## src/rtl/imm_gen_pipe.sv

```systemverilog
// Pipelined RV32I/RV64I immediate decoder behind a 2-entry skid FIFO; a push on an empty buffer appears one cycle later.
// o_ready is a flop (deasserted while both entries are held), so no combinational path runs from i_ready to o_ready.
module imm_gen_pipe #(
    parameter int XLEN  = 32,
    parameter int TAG_W = 8
) (
    input  logic             i_clk,
    input  logic             i_rst,
    input  logic             i_valid,
    output logic             o_ready,
    input  logic [31:0]      i_instr,
    input  logic             i_signext,
    input  logic [TAG_W-1:0] i_tag,
    output logic             o_valid,
    input  logic             i_ready,
    output logic [XLEN-1:0]  o_imm,
    output logic [2:0]       o_fmt,
    output logic             o_illegal,
    output logic [TAG_W-1:0] o_tag
);
    localparam logic [2:0] FMT_NONE = 3'd0;
    localparam logic [2:0] FMT_I    = 3'd1;
    localparam logic [2:0] FMT_S    = 3'd2;
    localparam logic [2:0] FMT_B    = 3'd3;
    localparam logic [2:0] FMT_U    = 3'd4;
    localparam logic [2:0] FMT_J    = 3'd5;
    localparam logic [2:0] FMT_SH   = 3'd6;

    logic [6:0]  opcode;
    logic [2:0]  funct3;
    logic [11:0] raw_i;
    logic [11:0] raw_s;
    logic [12:0] raw_b;
    logic [31:0] raw_u;
    logic [20:0] raw_j;

    assign opcode = i_instr[6:0];
    assign funct3 = i_instr[14:12];
    assign raw_i  = i_instr[31:20];
    assign raw_s  = {i_instr[31:25], i_instr[11:7]};
    assign raw_b  = {i_instr[31], i_instr[7], i_instr[30:25], i_instr[11:8], 1'b0};
    assign raw_u  = {i_instr[31:12], 12'b0};
    assign raw_j  = {i_instr[31], i_instr[19:12], i_instr[20], i_instr[30:21], 1'b0};

    logic [XLEN-1:0] dec_imm;
    logic [2:0]      dec_fmt;
    logic            dec_ill;

    always_comb begin
        dec_imm = '0;
        dec_fmt = FMT_NONE;
        dec_ill = 1'b0;
        case (opcode)
            7'b0000011, 7'b1100111: begin
                dec_fmt = FMT_I;
                dec_imm = i_signext ? XLEN'($signed(raw_i)) : XLEN'(raw_i);
            end
            7'b0010011: begin
                if (funct3 == 3'b001 || funct3 == 3'b101) begin
                    dec_fmt = FMT_SH;
                    // RV32 has only 5 shamt bits; bit 25 set is a reserved encoding there
                    if (XLEN == 64) begin
                        dec_imm = XLEN'(i_instr[25:20]);
                    end else begin
                        dec_imm = XLEN'(i_instr[24:20]);
                        dec_ill = i_instr[25];
                    end
                end else begin
                    dec_fmt = FMT_I;
                    dec_imm = i_signext ? XLEN'($signed(raw_i)) : XLEN'(raw_i);
                end
            end
            7'b0100011: begin
                dec_fmt = FMT_S;
                dec_imm = i_signext ? XLEN'($signed(raw_s)) : XLEN'(raw_s);
            end
            7'b1100011: begin
                dec_fmt = FMT_B;
                dec_imm = i_signext ? XLEN'($signed(raw_b)) : XLEN'(raw_b);
            end
            7'b0110111, 7'b0010111: begin
                // U-type always sign-extends bit 31 on RV64, independent of i_signext
                dec_fmt = FMT_U;
                dec_imm = XLEN'($signed(raw_u));
            end
            7'b1101111: begin
                dec_fmt = FMT_J;
                dec_imm = i_signext ? XLEN'($signed(raw_j)) : XLEN'(raw_j);
            end
            default: begin
                dec_ill = 1'b1;
            end
        endcase
    end

    logic [XLEN-1:0]  imm_q [2];
    logic [2:0]       fmt_q [2];
    logic             ill_q [2];
    logic [TAG_W-1:0] tag_q [2];
    logic             head_q, head_d;
    logic [1:0]       count_q, count_d;
    logic             ready_q, ready_d;
    logic             tail;
    logic             push;
    logic             pop;

    assign push = i_valid & ready_q;
    assign pop  = (count_q != 2'd0) & i_ready;
    assign tail = head_q ^ count_q[0];

    always_comb begin
        count_d = count_q;
        case ({push, pop})
            2'b10:   count_d = count_q + 2'd1;
            2'b01:   count_d = count_q - 2'd1;
            default: count_d = count_q;
        endcase
        head_d  = pop ? ~head_q : head_q;
        ready_d = (count_d != 2'd2);
    end

    always_ff @(posedge i_clk or posedge i_rst) begin
        if (i_rst) begin
            count_q <= 2'd0;
            head_q  <= 1'b0;
            ready_q <= 1'b1;
            for (int e = 0; e < 2; e++) begin
                imm_q[e] <= '0;
                fmt_q[e] <= FMT_NONE;
                ill_q[e] <= 1'b0;
                tag_q[e] <= '0;
            end
        end else begin
            count_q <= count_d;
            head_q  <= head_d;
            ready_q <= ready_d;
            if (push) begin
                imm_q[tail] <= dec_imm;
                fmt_q[tail] <= dec_fmt;
                ill_q[tail] <= dec_ill;
                tag_q[tail] <= i_tag;
            end
        end
    end

    // Outputs read zero whenever the buffer is empty, not stale entry contents
    assign o_valid   = (count_q != 2'd0);
    assign o_ready   = ready_q;
    assign o_imm     = o_valid ? imm_q[head_q] : '0;
    assign o_fmt     = o_valid ? fmt_q[head_q] : FMT_NONE;
    assign o_illegal = o_valid ? ill_q[head_q] : 1'b0;
    assign o_tag     = o_valid ? tag_q[head_q] : '0;
endmodule

```

## config.mk

```make
export PLATFORM = sky130hd
export DESIGN_NAME = imm_gen_pipe
export DESIGN_NICKNAME = d
export VERILOG_FILES = /design/src/rtl/imm_gen_pipe.sv
export SDC_FILE = /design/constraint.sdc
export NUM_CORES = 1
export LEC_CHECK = 0
export CORE_MARGIN = 2
export CORE_UTILIZATION = 55
export CTS_CLUSTER_DIAMETER = 30
export DETAILED_ROUTE_END_ITERATION = 16
export DONT_BUFFER_PORTS = 1
export PLACE_DENSITY = 0.72
export SLEW_MARGIN = 20
export SYNTH_ARGS = -nofsm -noshare
export SYNTH_HDL_FRONTEND = slang
export SYNTH_SLANG_ARGS = --single-unit
export TNS_END_PERCENT = 30
```

## constraint.sdc

```tcl
create_clock -name i_clk -period 8.6 [get_ports i_clk]
set_clock_uncertainty 0.15 [all_clocks]
set_input_delay 1.29 -clock i_clk [delete_from_list [all_inputs] [get_ports i_clk]]
set_output_delay 1.29 -clock i_clk [all_outputs]
set_load 0.05 [all_outputs]
```

==> results of run 1 <==
[cells in the mapped netlist (2+ instances only)]
library cell,number
o21ai_0,8
a221o_1,14
clkbuf_1,12
xnor2_1,3
a21oi_1,7
nor2b_1,2
dfrtp_1,91
nor3_1,4
nand3b_1,4
a22o_1,12
mux2_2,4
o211ai_1,22
mux2i_1,44
o31a_1,2
mux2_4,2
a31oi_1,10
nand4_1,2
buf_4,3
nand3_1,3
buf_2,16
and2_1,5
nand2_1,93
xor2_1,2
a211o_1,3
nor2_1,67
o311ai_2,2
a21oi_2,2
inv_1,4
nor2_2,2
[state kept, by name, summed over array words and instances (netlist names)]
register,count
count_q,2
fmt_q,6
head_q,1
ill_q,2
imm_q,64
o_ready,1
tag_q,16
[cell families (layout without fill, tap and decap cells)]
family | count (synthesis) | in the layout | synth area share [%]
mux | 50 | 50 | 11.1
simple gates | 194 | 194 | 18.9
buf+inv | 37 | 26 | 3.82
fa+ha+maj | 1 | 1 | 0.269
flops | 92 | 92 | 49.6
compound gates | 89 | 89 | 15.0
xor+xnor | 6 | 6 | 1.29
[metrics by stage]
stage | setup slack, ps | instance area, µm² | util [%] | power [mW]
floorplan | 4770 | 4650 | - | 1.34
finish | 4820 | 4860 | 59.1 | 1.73
detailed placement | 5170 | 4670 | 56.9 | 1.47
global route | 4710 | 4860 | 59.1 | 1.83
CTS | 4780 | 4860 | 59.1 | 1.74
global placement | 5210 | 4670 | 56.9 | 1.45
[worst paths after layout]
path                             end  slack [ps]  cells past startpoint
setup reg to reg             o_ready        5480                      7
setup / recovery           o_imm[20]        4820                      3
max in group asynchronous     head_q        6400                      2
min in group asynchronous  imm_q[40]         690                      1
hold reg to reg             tag_q[8]         340                      2
hold / removal              tag_q[8]         340                      2
[layer usage]
| metal | up-vias | global-route usage [%] | share of wire [%] | wire [µm] |
|---|---|---|---|---|
| met2 | 107 | 36.3 | 47 | 5070 |
| met5 | - | 0 | 0 | 0 |
| met3 | 8 | 6.26 | 7.1 | 768 |
| li1 | 1618 | - | - | - |
| met4 | 0 | 6.19 | 0.98 | 106 |
| met1 | 1726 | 35.2 | 45 | 4840 |
[power breakdown]
group	total (mW)	internal, mW	switching, mW
Combinational	0.831	0.205	0.626
Sequential	0.621	0.551	0.0707
Clock	0.276	0.121	0.155
Total	1.73	0.877	0.852
[layout make-up]
cell class	count	area [µm²]	area share, %
tap	105	131	2.70
clock inverter	5	33.8	0.696
timing repair buffer	6	45.0	0.927
multi-input combinational	340	2170	44.8
sequential	92	2300	47.4
inverter	4	16.3	0.335
clock buffer	11	151	3.12
[worst register-to-register path, cell delays in order, from the launching register on]
cell and delay [ps]:
dfrtp_1 490, nor2_4 810, inv_1 490, and2_1 340, ha_1 330, nor2_1 130, xor2_1 200, nand2b_1 80
==> flow_metrics.py, run 1 <==
metrics = {
    "outcome": {
        "status": "finished clean",
    },
    "detailed_routing": {
        "drtIter0Drc": 187,
        "post_drt_wl_per_cell_um": 19.2,
        "routed_wl_um": 10800,
        "vias_per_cell": 6.14,
        "dr.pass1.iters": 4,
        "vias": 3459,
        "final_antenna_net_count": 0,
        "drcViolationCount": 0,
    },
    "layout": {
        "mostFrequentLayoutCells": "nand2_1, dfrtp_1, nor2_1",
        "syn2layout_area_growth_pct": 4.50,
        "fin_nets": 499,
        "layout_commonest_cell": "nand2_1",
        "fin_cells": 563,
        "layout-drive-gt1-share_pct": 10.5,
        "fillCellCount": 712,
        "diodes": 0,
    },
    "clocking": {
        "cts_buffers": 9,
        "cts_root_buffer": "clkbuf_8",
        "path_clk_slew_ps": 100,
        "cts_max_level": 3,
        "ctsHoldBuffers": 0,
        "clk_latency_ps": 340,
        "cts_buffer_depth": 2,
        "cts.repair.resized": 0,
        "cts_tree": "done",
        "postCtsSetupBuffers": 0,
        "cts.sink_count": 92,
    },
    "floorplan": {
        "die_area_mm2": 0.00920,
        "ios": 91,
        "start_util_pct": 56.6,
        "placeableCoreArea_mm2": 0.00822,
        "fp.dieH_um": 95.9,
        "num_rows": 33,
        "die_w_um": 95.9,
    },
    "sta": {
        "rsz0062_at_grt": "false",
        "min_period_over_period_pct": 44.0,
        "report.final.slew_viol_count": 0,
        "hold_slack_ps": 336,
        "max_slew.worst_pin.slew_ps": 992,
        "max_slew_margin_pct": 33.7,
        "setup_viol_count_final": 0,
        "fin_tns_setup_ps": 0,
        "fin_crit_ps": 3780,
        "fmax_mhz": 265,
        "hold_viol": 0,
    },
    "placement": {
        "port_buffers": 0,
        "dp_hpwl_um": 7140,
        "place.gp.congestion": 0.800,
        "dp.cells": 547,
    },
    "run": {
        "cap_violations": 0,
    },
    "logic_synthesis": {
        "synth_area_leader_cell": "dfrtp_1",
        "synth_cells": 469,
        "synthArstFlopShare_pct": 100,
        "synth_seq_area_share_pct": 49.6,
        "synth.yosys.warnings": 0,
        "synth_ff_type": "dfrtp_1",
        "synth_area_mm2": 0.00465,
        "ys_types": 53,
        "yosysTopAreaCellShare_pct": 49.0,
        "syn-mean-instance-area_um2": 9.91,
        "netlist_top_cells_area": "dfrtp_1, mux2i_1, nand2_1",
        "syn-num-nets": 515,
        "ys_ff_latch": 92,
        "synth_edf_count": 0,
    },
    "worst_setup_path": {
        "required_ps": 7160,
        "critical-path-max-stage-delay_ps": 730,
        "cp.buffers_inverters": 1,
        "r2r-start": "count_q[0]",
        "crit_path_end_kind": "primary output",
        "cp_cell_sequence": "buf_4 -> mux2i_1 -> nor2_1",
        "critical_path_class": "flip-flop to primary output",
        "crit_fanout": 47,
        "cp_top_family": "simple AND/OR/NAND/NOR gates",
        "crit_slowest_cell": "nor2_1",
        "crit_arrival_ps": 2340,
        "start_kind": "flip-flop",
        "critical_path.startpoint": "head_q",
    },
    "pwr": {
        "power.leakage_nw": 2.24,
        "power_density_mw_per_mm2": 356,
        "ir_drop_mv": 0.245,
    },
    "global_routing": {
        "track_usage_pct": 24.2,
        "grt_max_degree": 61,
        "antenna_found_initial": 0,
        "grt_pass1_vias": 3100,
        "grt_pass1_wl_um": 16600,
        "overflow": 0,
    },
    "hold_path": {
        "holdCritPathClass": "flip-flop to flip-flop",
        "min_from": "tag_q[8]",
    },
}
(Power assumes the default switching activity.)
==> run 2: changes to the inputs <==
Clock period 8.6 ns to 3.6 ns, I/O delays scaled along.
==> run 2 against run 1 <==
Compared with the run above:
- largest power group unchanged
- critical endpoint is now o_imm[25]
- final area rose by 7.0%
- clock power grew to 2.8 times the previous value
- flip-flop and latch count stayed put
- first-iteration DRC count is 26% higher
- critical path depth is 1 higher
==> flow_metrics.py, run 2 (synthesis results as in run 1) <==
metrics = {
    "clocking": {
        "clk_latency_ps": 360,
        "cts_root_buffer": "clkbuf_8",
        "cts_buffers": 9,
        "postCtsSetupBuffers": 0,
        "cts.repair.resized": 0,
        "cts_max_level": 3,
        "path_clk_slew_ps": 90,
        "ctsHoldBuffers": 1,
        "cts.sink_count": 92,
        "cts_buffer_depth": 2,
        "cts_tree": "done",
    },
    "sta": {
        "fin_crit_ps": 2820,
        "setup_viol_count_final": 0,
        "max_slew_margin_pct": 36.0,
        "report.final.slew_viol_count": 0,
        "min_period_over_period_pct": 78.4,
        "hold_viol": 0,
        "fmax_mhz": 354,
        "timing.final.ws_setup_ps": 779,
        "max_slew.worst_pin.slew_ps": 958,
        "rsz0062_at_grt": "false",
        "fin_tns_setup_ps": 0,
    },
    "detailed_routing": {
        "drcViolationCount": 0,
        "vias": 3572,
        "post_drt_wl_per_cell_um": 18.5,
        "final_antenna_net_count": 0,
        "vias_per_cell": 5.93,
        "drtIter0Drc": 235,
        "dr.pass1.iters": 4,
        "routed_wl_um": 11100,
    },
    "floorplan": {
        "ios": 91,
        "die_w_um": 95.9,
        "placeableCoreArea_mm2": 0.00822,
        "die_area_mm2": 0.00920,
        "num_rows": 33,
        "start_util_pct": 56.6,
        "fp.dieH_um": 95.9,
    },
    "hold_path": {
        "holdCritPathClass": "input port to flip-flop",
        "whs_endpoint": "tag_q[10]",
        "min_from": "i_tag[2]",
        "hold_path_depth": 2,
    },
    "worst_setup_path": {
        "start_kind": "flip-flop",
        "r2r-start": "count_q[0]",
        "r2r_slack_ps": 820,
        "critical-path-max-stage-delay_ps": 590,
        "path_common_cell": "buf_4",
        "r2r_cells": 8,
        "cp_cell_sequence": "nor2_4 -> buf_4 -> nor2_1 -> buf_4",
        "crit_arrival_ps": 2130,
        "critical_path_class": "flip-flop to primary output",
        "required_ps": 2910,
        "crit_slowest_cell": "nor2_4",
        "worstReg2RegEnd": "o_ready",
        "crit_path_end_kind": "primary output",
        "crit_fanout": 27,
    },
    "layout": {
        "layout_commonest_cell": "nand2_1",
        "layout-drive-gt1-share_pct": 17.1,
        "mostFrequentLayoutCells": "nand2_1, dfrtp_1, nor2_1",
        "syn2layout_area_growth_pct": 11.8,
        "largest_register": "imm_q",
        "fillCellCount": 690,
        "diodes": 0,
        "reg_top3": "imm_q x64, tag_q x16, fmt_q x6",
        "largest_reg_flops": 64,
        "fin_nets": 538,
    },
    "placement": {
        "dp_hpwl_um": 7750,
        "dp_slack_ps": 819,
        "port_buffers": 0,
        "place.gp.congestion": 0.810,
    },
    "global_routing": {
        "grt_max_degree": 37,
        "antenna_found_initial": 0,
        "track_usage_pct": 26.0,
        "grt_pass1_vias": 3571,
        "overflow": 0,
        "grt_pass1_wl_um": 18200,
    },
    "pwr": {
        "power.internal_mw": 2.37,
        "swShare_pct": 46.5,
        "power_density_mw_per_mm2": 853,
        "combinationalPowerShare_pct": 47.7,
        "power.leakage_nw": 2.46,
        "switchingPower_mw": 2.06,
        "p_clk_share_pct": 17.7,
        "ir_drop_mv": 0.695,
        "power_frac_seq_pct": 34.6,
    },
    "run": {
        "cap_violations": 0,
    },
    "outcome": {
        "status": "finished clean",
    },
}
run 2: layout make-up:
type / instances / area [µm²] / area share, %
inverter: 4 / 16.3 / 0.313
clock inverter: 4 / 72.6 / 1.40
clock buffer: 12 / 155 / 2.99
tap: 105 / 131 / 2.53
sequential: 92 / 2300 / 44.4
timing repair buffer: 45 / 340 / 6.55
multi-input combinational: 340 / 2170 / 41.9
run 2: worst max-delay path, delay by kind of cell, from the launching register on:
family	cells	cell delay [ps]
DFF	1	490
and+or+nand+nor	2	700
buffers and inverters	2	570
run 2: worst max path at each step:
stage | start | to | slack [ps] | cells past startpoint
2_1_floorplan | i_rst | count_q[0] | 520 | 1
3_3_place_gp | count_q[0] | o_ready | 890 | 7
3_5_place_dp | count_q[0] | o_ready | 820 | 7
4_1_cts | count_q[0] | o_fmt[0] | 760 | 4
5_1_grt | count_q[0] | o_ready | 600 | 8
6_report | count_q[0] | o_imm[25] | 780 | 4
run 2: power by group through the flow:
stage | Combinational, mW | Clock [mW] | Sequential (mW)
after floorplan | 1.76 | 0 | 1.45
after global placement | 2.10 | 0 | 1.54
after detailed placement | 2.12 | 0 | 1.55
after CTS | 2.13 | 0.795 | 1.53
after global routing | 2.30 | 0.843 | 1.57
final | 2.12 | 0.785 | 1.53
run 2: per-layer routing:
| layer | part of all wire (%) | vias to the layer above | track usage, % | wire [µm] |
|---|---|---|---|---|
| met4 | 1.4 | 0 | 7.98 | 161 |
| met1 | 43 | 1753 | 35.1 | 4810 |
| li1 | - | 1694 | - | - |
| met2 | 48 | 112 | 42.5 | 5380 |
| met5 | 0 | - | 0 | 0 |
| met3 | 6.9 | 13 | 5.32 | 768 |
run 2: stage by stage:
step | cell area [µm²] | power [mW] | util, % | hold slack [ps] | instances
global route | 5190 | 4.71 | 63.2 | 122 | 602
CTS | 5190 | 4.46 | 63.2 | 119 | 602
global placement | 4960 | 3.64 | 60.3 | 306 | 585
finish | 5190 | 4.43 | 63.2 | 131 | 602
detailed placement | 4960 | 3.68 | 60.3 | 311 | 585
floorplan | 4650 | 3.21 | - | 295 | 469
==> run 3: changes to the inputs <==
Clock period 3.6 ns to 2.9 ns, I/O delays scaled along.
==> run 3 against run 2 <==
Compared with the run above:
- non-clock buffer count increased by 14
- global-route usage down 0.53 points
- register-to-register slack got worse by 300 ps
- final area rose by 1.6%
- count of clock-buffer cells in the layout decreased by 1
- die area stayed put
- core utilization up 1.0 points
- critical path depth stayed put
- flip-flop and latch count did not move
- clock power is 2% higher
- combinational power grew 34%
- cell count grew 2.3%
- critical endpoint is now o_imm[31]
- largest cell class unchanged
- highest routed layer unchanged
==> flow_metrics.py, run 3 (synthesis results as in run 1) <==
metrics = {
    "global_routing": {
        "overflow": 0,
        "grt_pass1_wl_um": 17600,
        "grt_max_degree": 49,
        "use_met2_pct": 41.8,
        "top_usage_layer": "met2",
        "grt_pass1_vias": 3476,
        "antenna_found_initial": 0,
        "use_met1_pct": 33.6,
        "grtUsageMet3_pct": 5.40,
        "track_usage_pct": 25.5,
    },
    "floorplan": {
        "placeableCoreArea_mm2": 0.00822,
        "fp.dieH_um": 95.9,
        "start_util_pct": 56.6,
        "num_rows": 33,
        "die_area_mm2": 0.00920,
        "die_w_um": 95.9,
        "ios": 91,
    },
    "worst_setup_path": {
        "crit_slowest_cell": "dfrtp_1",
        "critical-path-max-stage-delay_ps": 500,
        "cp.buffers_inverters": 2,
        "required_ps": 2320,
        "crit_arrival_ps": 1830,
        "path_common_cell": "buf_4",
        "start_kind": "flip-flop",
        "crit_path_end_kind": "primary output",
        "cp_cell_sequence": "nor2_4 -> buf_4 -> nor2_1 -> buf_4",
        "crit_fanout": 44,
        "r2r_slack_ps": 520,
        "critical_path_class": "flip-flop to primary output",
        "cp_top_family": "buffers and inverters",
    },
    "detailed_routing": {
        "vias": 3589,
        "drtIter0Drc": 204,
        "drcViolationCount": 0,
        "routed_wl_um": 11100,
        "final_antenna_net_count": 0,
        "dr.pass1.iters": 4,
        "vias_per_cell": 5.83,
        "post_drt_wl_per_cell_um": 18.0,
    },
    "sta": {
        "fin_crit_ps": 2410,
        "report.final.slew_viol_count": 0,
        "setup_viol_count_final": 0,
        "fin_tns_setup_ps": 0,
        "hold_viol": 0,
        "max_slew.worst_pin.slew_ps": 913,
        "hold_slack_ps": 22.6,
        "min_period_over_period_pct": 83.2,
        "rsz0062_at_grt": "false",
        "max_slew_margin_pct": 39.0,
        "fmax_mhz": 414,
    },
    "pwr": {
        "power_density_mw_per_mm2": 1040,
        "switchingPower_mw": 2.61,
        "power.leakage_nw": 2.51,
        "p_clk_share_pct": 14.5,
        "ir_drop_mv": 1.15,
        "swShare_pct": 47.4,
        "power_frac_seq_pct": 33.9,
        "power.internal_mw": 2.90,
        "combinationalPowerShare_pct": 51.6,
    },
    "hold_path": {
        "holdCritPathClass": "input port to flip-flop",
    },
    "clocking": {
        "cts_buffer_depth": 2,
        "cts_buffers": 9,
        "cts.sink_count": 92,
        "cts_tree": "done",
        "cts_max_level": 3,
        "clk_latency_ps": 350,
        "path_clk_slew_ps": 100,
        "cts_root_buffer": "clkbuf_8",
        "cts.repair.resized": 0,
    },
    "layout": {
        "layout-drive-gt1-share_pct": 19.4,
        "diodes": 0,
        "syn2layout_area_growth_pct": 13.5,
        "mostFrequentLayoutCells": "nand2_1, dfrtp_1, nor2_1",
        "fin_nets": 552,
        "reg_top3": "imm_q x64, tag_q x16, fmt_q x6",
        "layout_commonest_cell": "nand2_1",
        "largest_register": "imm_q",
        "largest_reg_flops": 64,
    },
    "placement": {
        "dp_hpwl_um": 7560,
        "place.gp.congestion": 0.793,
        "port_buffers": 0,
    },
    "run": {
        "cap_violations": 0,
    },
    "outcome": {
        "status": "finished clean",
    },
}
==> run 3: cell count changes in the layout (fill, tap and decap cells not counted), sizes merged <==
cell / previous run / this run
buf: 44 / 58
clkinvlp: 1 / 4
bufinv: 2 / 0
clkbuf: 12 / 11
clkinv: 2 / 1
inv: 3 / 4
==> run 3: area by class of cell <==
type / instances / area (µm²)
repair buffers: 59 / 470
clock inverters: 5 / 36.3
well taps: 105 / 131
inverters: 4 / 18.8
fillers: 721 / 2940
multi-input cells: 340 / 2170
clock buffers: 11 / 141
flip-flops and latches: 92 / 2300
==> run 3: stage by stage <==
stage / std cells / utilization [%] / setup WS [ps] / total power [mW] / area (µm²)
after global placement: 599 / 61.9 / 668 / 4.67 / 5090
final: 616 / 64.2 / 487 / 5.51 / 5280
after global routing: 616 / 64.2 / 363 / 5.85 / 5280
after CTS: 616 / 64.2 / 470 / 5.54 / 5280
after floorplan: 469 / - / 581 / 3.98 / 4650
after detailed placement: 599 / 61.9 / 554 / 4.75 / 5090
==> run 3: worst reg2reg max path, stage by stage (launching register included) <==
cell	delay, ps
dfstp_2	700
and2_1	270
inv_1	120
nor2_2	340
buf_4	270
o31a_1	300
a22o_1	170
==> run 3: timing repair <==
action                                  CTS  global route
endpoints found under the setup margin    0             0
hold endpoints to repair                 28             0
hold buffers                              1             0
setup buffers                             0             0
==> run 3: layer usage <==
metal	up-vias	part of all wire [%]
met5	-	0
met4	0	0.75
met3	5	6.8
met2	93	49
met1	1772	43
li1	1719	-
==> run 3: final timing paths <==
kind / startpoint / end / cells past startpoint
setup / recovery: count_q[0] / o_imm[31] / 4
hold / removal: i_tag[3] / tag_q[3] / 2
setup reg to reg: o_ready / imm_q[41] / 6
hold reg to reg: tag_q[1] / tag_q[1] / 2
max in group asynchronous: i_rst / o_ready / 3
min in group asynchronous: i_rst / imm_q[8] / 2
==> run 3: power groups by stage <==
stage	registers, mW	logic, mW	clock network (mW)
2_1_floorplan	1.80	2.18	0
3_3_place_gp	1.87	2.80	0
3_5_place_dp	1.89	2.85	0
4_1_cts	1.87	2.86	0.809
5_1_grt	1.91	3.07	0.868
6_report	1.87	2.84	0.800
